--- src/rtl/stepper_pkg.sv ---
// stepper_pkg: shared types and constants for the multi-channel stepper.
//   PHASE_TBL    - 8-entry half-step coil pattern table, index 0 at [0]
//   phase_idx_t  - 3-bit phase index (wraps mod 8)
//   step_delta_e - magnitude of one index move
//   step_idx()   - apply a signed delta to a phase index
package stepper_pkg;

  typedef logic [2:0] phase_idx_t;

  typedef enum logic [1:0] {
    DLT_NONE = 2'd0,
    DLT_ONE  = 2'd1,
    DLT_TWO  = 2'd2
  } step_delta_e;

  // Index 7 is the leftmost element, index 0 the rightmost.
  localparam logic [7:0][3:0] PHASE_TBL = {
    4'b1001, 4'b1000, 4'b1100, 4'b0100,
    4'b0110, 4'b0010, 4'b0011, 4'b0001
  };

  function automatic phase_idx_t step_idx(phase_idx_t idx, logic dir, step_delta_e dlt);
    phase_idx_t mag;
    mag = (dlt == DLT_TWO) ? 3'd2 : (dlt == DLT_ONE) ? 3'd1 : 3'd0;
    return dir ? phase_idx_t'(idx + mag) : phase_idx_t'(idx - mag);
  endfunction

endpackage

--- src/rtl/stepper_multi_if.sv ---
// stepper_multi_if: shared command port of the stepper controller.
//   cmd_valid/cmd_ready - handshake, accept on valid & ready
//   cmd_ch              - target channel
//   cmd_dir/cmd_half    - direction (1 = forward), half-step mode
//   cmd_steps/cmd_period- step count and clk cycles per step
interface stepper_multi_if #(
  parameter int CHW   = 1,
  parameter int STEPW = 16,
  parameter int PERW  = 20
);
  logic             cmd_valid;
  logic             cmd_ready;
  logic [CHW-1:0]   cmd_ch;
  logic             cmd_dir;
  logic             cmd_half;
  logic [STEPW-1:0] cmd_steps;
  logic [PERW-1:0]  cmd_period;

  modport master (output cmd_valid, cmd_ch, cmd_dir, cmd_half, cmd_steps, cmd_period,
                  input  cmd_ready);
  modport slave  (input  cmd_valid, cmd_ch, cmd_dir, cmd_half, cmd_steps, cmd_period,
                  output cmd_ready);
endinterface

--- src/rtl/stepper_channel.sv ---
// stepper_channel: one motor channel.
//   load_i + dir/half/steps/period - start a move (only pulsed while idle)
//   abort_i  - level stop request, limit_i - async forward end-stop
//   coils_o  - phase pattern, busy_o - moving, done_o - 1-cycle end pulse
//   fault_o  - last move was cut short, pos_o - signed step position
module stepper_channel
  import stepper_pkg::*;
#(
  parameter int STEPW = 16,
  parameter int PERW  = 20,
  parameter int POSW  = 24,
  parameter int HOLD  = 1
) (
  input  logic             clk,
  input  logic             reset,
  input  logic             load_i,
  input  logic             dir_i,
  input  logic             half_i,
  input  logic [STEPW-1:0] steps_i,
  input  logic [PERW-1:0]  period_i,
  input  logic             abort_i,
  input  logic             limit_i,
  output logic [3:0]       coils_o,
  output logic             busy_o,
  output logic             done_o,
  output logic             fault_o,
  output logic [POSW-1:0]  pos_o
);

  logic             busy_q, busy_d, done_q, done_d, fault_q, fault_d;
  logic             dir_q, dir_d, half_q, half_d, first_q, first_d, en_q, en_d;
  logic [STEPW-1:0] rem_q, rem_d;
  logic [PERW-1:0]  per_q, per_d, div_q, div_d;
  phase_idx_t       idx_q, idx_d;
  logic [POSW-1:0]  pos_q, pos_d;
  logic             lim_s1_q, lim_s2_q;
  step_delta_e      dlt;

  // Full mode lands on an odd (two-coil) index with a single-index first step.
  assign dlt = (half_q || (first_q && !idx_q[0])) ? DLT_ONE : DLT_TWO;

  always_comb begin
    busy_d  = busy_q;  done_d = 1'b0;   fault_d = fault_q;
    dir_d   = dir_q;   half_d = half_q; first_d = first_q;
    rem_d   = rem_q;   per_d  = per_q;  div_d   = div_q;
    idx_d   = idx_q;   pos_d  = pos_q;
    en_d    = en_q | busy_q;
    if (load_i) begin
      dir_d   = dir_i;
      half_d  = half_i;
      rem_d   = steps_i;
      per_d   = (period_i == '0) ? PERW'(1) : period_i;
      div_d   = '0;
      fault_d = 1'b0;
      first_d = 1'b1;
      busy_d  = (steps_i != '0);
      done_d  = (steps_i == '0);
    end else if (busy_q) begin
      // Stop requests win over a step due in the same cycle.
      if (abort_i || (lim_s2_q && dir_q)) begin
        busy_d  = 1'b0;
        done_d  = 1'b1;
        fault_d = 1'b1;
      end else if (div_q == per_q - PERW'(1)) begin
        div_d   = '0;
        idx_d   = step_idx(idx_q, dir_q, dlt);
        pos_d   = dir_q ? pos_q + POSW'(1) : pos_q - POSW'(1);
        rem_d   = rem_q - STEPW'(1);
        first_d = 1'b0;
        if (rem_q == STEPW'(1)) begin
          busy_d = 1'b0;
          done_d = 1'b1;
        end
      end else begin
        div_d = div_q + PERW'(1);
      end
    end
  end

  always_ff @(posedge clk or posedge reset) begin
    if (reset) begin
      busy_q  <= 1'b0;  done_q <= 1'b0;  fault_q <= 1'b0;
      dir_q   <= 1'b0;  half_q <= 1'b0;  first_q <= 1'b0;  en_q <= 1'b0;
      rem_q   <= '0;    per_q  <= '0;    div_q   <= '0;
      idx_q   <= '0;    pos_q  <= '0;
      lim_s1_q <= 1'b0; lim_s2_q <= 1'b0;
    end else begin
      busy_q  <= busy_d;  done_q <= done_d;  fault_q <= fault_d;
      dir_q   <= dir_d;   half_q <= half_d;  first_q <= first_d;  en_q <= en_d;
      rem_q   <= rem_d;   per_q  <= per_d;   div_q   <= div_d;
      idx_q   <= idx_d;   pos_q  <= pos_d;
      lim_s1_q <= limit_i;
      lim_s2_q <= lim_s1_q;
    end
  end

  // Coils stay dark after reset until the channel has first been energised.
  assign coils_o = (busy_q || (HOLD != 0 && en_q)) ? PHASE_TBL[idx_q] : 4'b0000;
  assign busy_o  = busy_q;
  assign done_o  = done_q;
  assign fault_o = fault_q;
  assign pos_o   = pos_q;

endmodule

--- src/rtl/stepper_multi.sv ---
// stepper_multi: NCH-channel 4-phase unipolar stepper controller.
//   clk, reset - clock, async active-high reset
//   cmd        - shared command port (slave side)
//   abort/limit- per-channel stop request / forward end-stop
//   coils      - channel i at [4i+3:4i], pos - channel i at [POSW*i +: POSW]
//   busy/done/fault - per-channel status
module stepper_multi
  import stepper_pkg::*;
#(
  parameter int NCH   = 2,
  parameter int CHW   = 1,
  parameter int STEPW = 16,
  parameter int PERW  = 20,
  parameter int POSW  = 24,
  parameter int HOLD  = 1
) (
  input  logic                clk,
  input  logic                reset,
  stepper_multi_if.slave      cmd,
  input  logic [NCH-1:0]      abort,
  input  logic [NCH-1:0]      limit,
  output logic [4*NCH-1:0]    coils,
  output logic [NCH-1:0]      busy,
  output logic [NCH-1:0]      done,
  output logic [NCH-1:0]      fault,
  output logic [POSW*NCH-1:0] pos
);

  logic [NCH-1:0] load;

  // Out-of-range channel indices are never ready.
  always_comb begin
    cmd.cmd_ready = 1'b0;
    for (int i = 0; i < NCH; i++)
      if (cmd.cmd_ch == CHW'(i)) cmd.cmd_ready = ~busy[i];
  end

  for (genvar g = 0; g < NCH; g++) begin : g_ch
    assign load[g] = cmd.cmd_valid & cmd.cmd_ready & (cmd.cmd_ch == CHW'(g));

    stepper_channel #(
      .STEPW(STEPW), .PERW(PERW), .POSW(POSW), .HOLD(HOLD)
    ) u_ch (
      .clk      (clk),
      .reset    (reset),
      .load_i   (load[g]),
      .dir_i    (cmd.cmd_dir),
      .half_i   (cmd.cmd_half),
      .steps_i  (cmd.cmd_steps),
      .period_i (cmd.cmd_period),
      .abort_i  (abort[g]),
      .limit_i  (limit[g]),
      .coils_o  (coils[4*g +: 4]),
      .busy_o   (busy[g]),
      .done_o   (done[g]),
      .fault_o  (fault[g]),
      .pos_o    (pos[POSW*g +: POSW])
    );
  end

endmodule

--- src/flat_wrapper.sv ---
// flat-port wrapper written by rule: the top's interface ports become plain ports
module stepper_multi_flat import stepper_pkg::*;
#(
  parameter int NCH   = 2,
  parameter int CHW   = 1,
  parameter int STEPW = 16,
  parameter int PERW  = 20,
  parameter int POSW  = 24,
  parameter int HOLD  = 1
)
  (clk, reset, abort, limit, coils, busy, done, fault, pos, cmd_cmd_valid, cmd_cmd_ch, cmd_cmd_dir, cmd_cmd_half, cmd_cmd_steps, cmd_cmd_period, cmd_cmd_ready);
  stepper_multi_if #(.CHW(CHW), .STEPW(STEPW), .PERW(PERW)) cmd_i ();
  input  logic clk;
  input  logic reset;
  input  logic [NCH-1:0] abort;
  input  logic [NCH-1:0] limit;
  output logic [4*NCH-1:0] coils;
  output logic [NCH-1:0] busy;
  output logic [NCH-1:0] done;
  output logic [NCH-1:0] fault;
  output logic [POSW*NCH-1:0] pos;
  input wire logic [$bits(cmd_i.cmd_valid)-1:0] cmd_cmd_valid;
  input wire logic [$bits(cmd_i.cmd_ch)-1:0] cmd_cmd_ch;
  input wire logic [$bits(cmd_i.cmd_dir)-1:0] cmd_cmd_dir;
  input wire logic [$bits(cmd_i.cmd_half)-1:0] cmd_cmd_half;
  input wire logic [$bits(cmd_i.cmd_steps)-1:0] cmd_cmd_steps;
  input wire logic [$bits(cmd_i.cmd_period)-1:0] cmd_cmd_period;
  output wire logic [$bits(cmd_i.cmd_ready)-1:0] cmd_cmd_ready;
  assign cmd_i.cmd_valid = cmd_cmd_valid;
  assign cmd_i.cmd_ch = cmd_cmd_ch;
  assign cmd_i.cmd_dir = cmd_cmd_dir;
  assign cmd_i.cmd_half = cmd_cmd_half;
  assign cmd_i.cmd_steps = cmd_cmd_steps;
  assign cmd_i.cmd_period = cmd_cmd_period;
  assign cmd_cmd_ready = cmd_i.cmd_ready;
  stepper_multi #(.NCH(NCH), .CHW(CHW), .STEPW(STEPW), .PERW(PERW), .POSW(POSW), .HOLD(HOLD)) u_core (.clk(clk), .reset(reset), .cmd(cmd_i), .abort(abort), .limit(limit), .coils(coils), .busy(busy), .done(done), .fault(fault), .pos(pos));
endmodule
--- config.mk ---
export PLATFORM = sky130hd
export DESIGN_NAME = stepper_multi_flat
export DESIGN_NICKNAME = d
export VERILOG_FILES = /design/src/rtl/stepper_pkg.sv /design/src/rtl/stepper_multi_if.sv /design/src/rtl/stepper_channel.sv /design/src/rtl/stepper_multi.sv /design/src/flat_wrapper.sv
export SDC_FILE = /design/constraint.sdc
export NUM_CORES = 1
export LEC_CHECK = 0
export CORE_MARGIN = 10
export CORE_UTILIZATION = 25
export CTS_CLUSTER_DIAMETER = 40
export DETAILED_ROUTE_END_ITERATION = 10
export RECOVER_POWER = 25
export SLEW_MARGIN = 15
export SYNTH_ARGS = -nofsm -noshare
export SYNTH_HDL_FRONTEND = slang
export SYNTH_SLANG_ARGS = --single-unit
--- constraint.sdc ---
create_clock -name clk -period 8.9 [get_ports clk]
set_input_delay 2.225 -clock clk [delete_from_list [all_inputs] [get_ports clk]]
set_output_delay 2.225 -clock clk [all_outputs]
set_load 0.02 [all_outputs]
Yosys cells after proc, flatten, opt, wreduce, memory -nomap -nowiden
Memory sizes are Yosys's and may differ from the RTL's.
Cells that the tools add are included.

word-level totals
  register bits = 184
  bits in latches = 0
  bits in writable memories = 0
  bits in read-only memories = 64
  input port bits = 46
  output and inout port bits = 63
  word-level logic and storage cells = 163
  memories = 2

memory list
  memory            depth  width  read ports  clocked after Yosys merged registers in  wr ports  RTL line               source
  (name not given)  8      4      1           0                                        0         stepper_channel.sv:98  assign coils_o = (busy_q || (HOLD != 0 && en_q)) ? PHASE_TBL[idx_q] : 4'b0000;
  (name not given)  8      4      1           0                                        0         stepper_channel.sv:98

cells by class
  add/sub/neg operators = 14
  multipliers = 0
  divide/modulo/power cells = 0
  $lt $le $gt $ge = 2
  equality and inequality tests = 10
  shift-type cells = 0
  muxes and demuxes = 66
  bitwise logic cells = 12
  reduce and logical (&&, ||, !) cells = 29

operators by type and width
  kind                                                                     count
  20-bit 2-to-1 mux                                                        9
  16-bit 2-to-1 mux                                                        8
  24-bit by 1-bit adder with 24-bit output (second input constant)         2
  24-bit 2-to-1 mux                                                        2
  24-bit by 1-bit subtractor with 24-bit output (second input constant)    2
  20-bit by 1-bit adder with 20-bit output (second input constant)         2
  20-bit equality test                                                     2
  20-bit by 1-bit subtractor with 20-bit output (second input constant)    2
  1-bit 2-to-1 mux                                                         37
  16-bit by 1-bit equality test with 1-bit output (second input constant)  2
  16-bit by 1-bit subtractor with 16-bit output (second input constant)    2
  20-bit logical NOT                                                       1
  16-bit logical NOT                                                       1
  4-bit 2-to-1 mux                                                         4
  16-bit nonzero test                                                      1
  2-bit nonzero test                                                       6
  3-bit by 4-bit < comparator with 1-bit output (second input constant)    2
  2-bit 2-to-1 mux                                                         4
  2-bit AND reduction                                                      4
  4-bit AND reduction                                                      2
  1-bit inverter                                                           7
  3-bit by 2-bit adder with 3-bit output                                   2
  1-bit logical OR                                                         6
  3-bit 2-to-1 mux                                                         2
  9 further kinds                                                          21

Logic depth before layout (Yosys ltp)
  word-level depth = 9
  mapped depth = 14
  mapped depth without buffers = 11

By module
From an unflattened synthesis, not the netlist that was laid out.

second synthesis, totals
  cell total of the unflattened synthesis = 1357
  area, all modules = 12687.2 µm²

modules (own cells, without submodules)
  module                                  instances  cells an instance  area each (µm²)  seq. area each (µm²)
  stepper_channel at u_core.g_ch[1].u_ch  1          687                6359.8           2302.2
  stepper_channel at u_core.g_ch[0].u_ch  1          667                6301.0           2302.2
  stepper_multi                           1          3                  26.3             0.0

Worst setup path after synthesis
OpenSTA, ideal clock, no wires.

  path type = input-to-output
  start point = in cmd_cmd_ch
  end point = out cmd_cmd_ready
  data arrival time = 2.630 ns
  data required time = 6.675 ns
  path slack = 4.045 ns
  stages = 1
  path buffers = 0
  cell sequence = mux2i_1

on the way
  cells in the longest elaborated chain, start to end = 1

ends and longest elaborated chain
  element           RTL line             source
  start, declared   flat_wrapper.sv:23   input wire logic [$bits(cmd_i.cmd_ch)-1:0] cmd_cmd_ch;
  1-bit 2-to-1 mux  stepper_multi.sv:35  if (cmd.cmd_ch == CHW'(i)) cmd.cmd_ready = ~busy[i];
  end, declared     flat_wrapper.sv:28   output wire logic [$bits(cmd_i.cmd_ready)-1:0] cmd_cmd_ready;

No other way between the ends.

Final worst setup path
Same ends and word-level chain as after synthesis.

==> summary.md <==
| Metric | Value |
|---|---|
| Hold Path Class | flip-flop to flip-flop |
| Setup bufs post-CTS | 0 |
| Sequential share of the synthesized area | 38.0% |
| Critical path peak fanout | 3 |
| Latest clock arrival within the worst-skew pair | 460 ps |
| Worst EP arrival | 3640 ps |
| Post-Syn Nets | 1469 |
| Clk sinks | 184 |
| TritonCTS clock tree | yes |
| Layout Skew | 17.7 ps |
| Ys flop type | dfrtp_1 |
| CTS clk-pin slew, worst paths | 70 ps |
| Leakage | 6.05 nW |
| Synth Cell Area | 0.0121 mm2 |
| Routed vias | 10400 |
| Vias in the first global route | 10400 |
| YS warnings | 0 |
| Clock Path Buffers | 2 |
| Fin nets | 1540 |
| DIE HEIGHT | 240 um |
| Worst setup EP type | output pin |
| Max H-tree Level | 4 |
| WL final | 34500 um |
| Starting Density | 25.3% |
| Die Wd | 240 um |
| Number of synthesized register bits | 184 |
| Synth-to-Final Area Change | 18.3% |
| Fraction of registers with async set/reset | 100% |
| RSZ-0062 raised after global routing | false |
| Hold Slack | 357 ps |
| Max-Cap Viols | 0 |
| I/O Pins | 109 |
| Proportion of layout cells with a drive suffix above 1 | 8.36% |
| Setup CP Type | input port to output pin |
| Cells after Synth | 1365 |
| Hold_buf cts | 0 |
| First-pass GRT wire length | 56100 um |
| Setup Total Neg Slack | 0 ps |
| WL per Instance | 16.7 um |
| Largest net degree at the start of global routing | 121 |
| CTS buffer count | 17 |
| EDFF count, synth | 0 |
| Synth unique cells | 82 |
| Vias per cell | 5.06 |
| Post-detail-place hpwl | 25300 um |
| First-pass DRT Iterations | 5 |
| DRC Markers | 0 |
| FMAX | 171 MHz |
| PD cells | 168 mW/mm2 |
| GRT overflow | 0 |
| Worst Path Required | 6680 ps |
| Die area | 0.0577 mm2 |
| Resize count post-CTS | 0 |
| Port Buffers | 108 |
| Peak VDD IR | 0.0888 mV |
| Endpoints failing hold | 0 |
| Final ANT Viol Nets | 0 |
| Initial antenna violation count | 10 |
| Clock Tree Root | clkbuf_16 |
| GP Congestion | 0.840 |
| Core Rows | 80 |
| Status | finished, final reports clean |
| Setup violations, final | 0 |
| Slew margin rel. | 35.1% |
| Final Max Slew Viols | 0 |
| Post-synthesis area per instance | 8.88 um2 |
| Starting DRT DRC Count | 683 |
| GRT Util Overall | 12.1% |
| Crit path launch type | input port |
| Fin crit period | 5860 ps |
| Core Region | 0.0478 mm2 |
| Final Cycle Share | 65.9% |
| Actual slew at the worst max-slew pin | 961 ps |
==> critical path, stage by stage <==
cell,delay (ps)
clkdlybuf4s50_1,540
mux2i_1,220
clkdlybuf4s50_1,650
==> final cells by class <==
| class | count | area (um2) |
|---|---|---|
| fillers | 5031 | 33500 |
| diodes | 3 | 7.51 |
| multi-input cells | 1070 | 7070 |
| repair buffers | 116 | 1140 |
| well taps | 615 | 769 |
| clock inverters | 11 | 111 |
| flip-flops and latches | 184 | 4600 |
| inverters | 47 | 184 |
| clock buffers | 20 | 457 |
==> layout by cell type, fill, tap and decap left out, drive strengths merged, types with 5 or more instances in the layout <==
cell type,instances
xnor2,67
buf,8
nand2,165
ha,54
o21ai,96
a31oi,16
or4,7
and2,10
inv,52
and3,20
o41ai,6
or2,13
nand4,24
nand2b,13
nand3,45
o211ai,13
dfrtp,184
a21oi,58
or3,21
nor2,117
clkbuf,20
xor2,50
nand4b,8
a211o,6
nor2b,6
nor3,36
clkdlybuf4s50,105
mux2i,6
nor4,33
mux2,48
o22ai,7
a211oi,14
o311ai,6
o31ai,5
a21o,27
==> state kept, by name (all words and copies together) (netlist names), 6 cells and up <==
signal / cells
u_core.g_ch.u_ch.rem_q: 32
u_core.g_ch.u_ch.per_q: 40
u_core.g_ch.u_ch.idx_q: 6
u_core.g_ch.u_ch.pos_o: 48
u_core.g_ch.u_ch.div_q: 40
==> path summary, 6_finish.rpt <==
kind                            cells after the start                                   endpoint  slack, ps                                startpoint
worst max-delay path                                3                              cmd_cmd_ready       3040                                cmd_cmd_ch
worst min-delay path                                0     u_core.g_ch[1].u_ch.lim_s2_q$_DFF_PP0_        360    u_core.g_ch[1].u_ch.lim_s1_q$_DFF_PP0_
worst max register to register                      8  u_core.g_ch[1].u_ch.pos_o[13]$_DFFE_PP0P_       4490  u_core.g_ch[1].u_ch.per_q[5]$_DFFE_PP0P_
worst min register to register                      0     u_core.g_ch[1].u_ch.lim_s2_q$_DFF_PP0_        360    u_core.g_ch[1].u_ch.lim_s1_q$_DFF_PP0_
max in group asynchronous                           3  u_core.g_ch[1].u_ch.per_q[12]$_DFFE_PP0P_       4990                                     reset
min in group asynchronous                           2   u_core.g_ch[0].u_ch.pos_o[3]$_DFFE_PP0P_       2450                                     reset
==> per-stage QoR <==
| step | power (mW) | util, % | cells | instance area [um2] | setup WS (ps) |
|---|---|---|---|---|---|
| floorplan | 1.48 | - | 1365 | 12100 | 1670 |
| global placement | 1.63 | 28.8 | 2032 | 13800 | 3050 |
| detailed placement | 1.66 | 28.8 | 2032 | 13800 | 3030 |
| CTS | 2.44 | 30.0 | 2063 | 14300 | 3020 |
| global route | 2.56 | 30.0 | 2064 | 14300 | 2960 |
| finish | 2.41 | 30.0 | 2066 | 14300 | 3040 |
==> synthesized netlist by cell type, types with 5 or more instances <==
master	count	area, um2
a211o_1	6	52.6
a211oi_1	14	105
a21o_1	27	203
a21oi_1	58	290
a31oi_1	16	100
and2_1	9	56.3
and3_1	20	125
buf_2	9	45.0
buf_4	8	60.1
clkbuf_1	43	161
dfrtp_1	184	4600
ha_1	54	676
inv_1	47	176
mux2_2	48	541
mux2i_1	6	60.1
nand2_1	164	616
nand2b_1	13	81.3
nand3_1	45	225
nand4_1	23	144
nand4b_1	8	70.1
nor2_1	116	435
nor2b_1	6	37.5
nor3_1	36	180
nor4_1	29	181
o211ai_1	13	97.6
o21ai_0	94	470
o22ai_1	7	43.8
o31ai_1	5	37.5
o41ai_1	6	52.6
or2_2	12	75.1
or3_1	20	125
or4_1	5	37.5
xnor2_1	67	587
xor2_1	50	438
==> kinds of logic (layout without fill, tap and decap cells) <==
| logic type | count (synthesis) | count (layout) | share of synthesized area (%) |
|---|---|---|---|
| simple gates | 534 | 534 | 22.1 |
| buf+inv | 111 | 194 | 3.79 |
| compound gates | 307 | 307 | 16.6 |
| flops | 184 | 184 | 38.0 |
| other cells | 0 | 3 | 0 |
| fa+ha+maj | 58 | 58 | 6.23 |
| mux | 54 | 54 | 4.95 |
| xor+xnor | 117 | 117 | 8.45 |
==> where the power goes <==
part | switching [mW] | total [mW] | leakage, nW | internal, mW
Combinational | 0.345 | 0.602 | 3.41 | 0.257
Clock | 0.364 | 0.768 | 0.274 | 0.404
Sequential | 0.125 | 1.04 | 2.37 | 0.919
==> metal layers <==
metal / track usage [%] / wire length, um
met5: 0 / 89
met1: 16.1 / 16500
met2: 18.3 / 14900
met3: 4.58 / 2790
met4: 2.34 / 233
No activity file was read; power rests on OpenSTA's default activity.
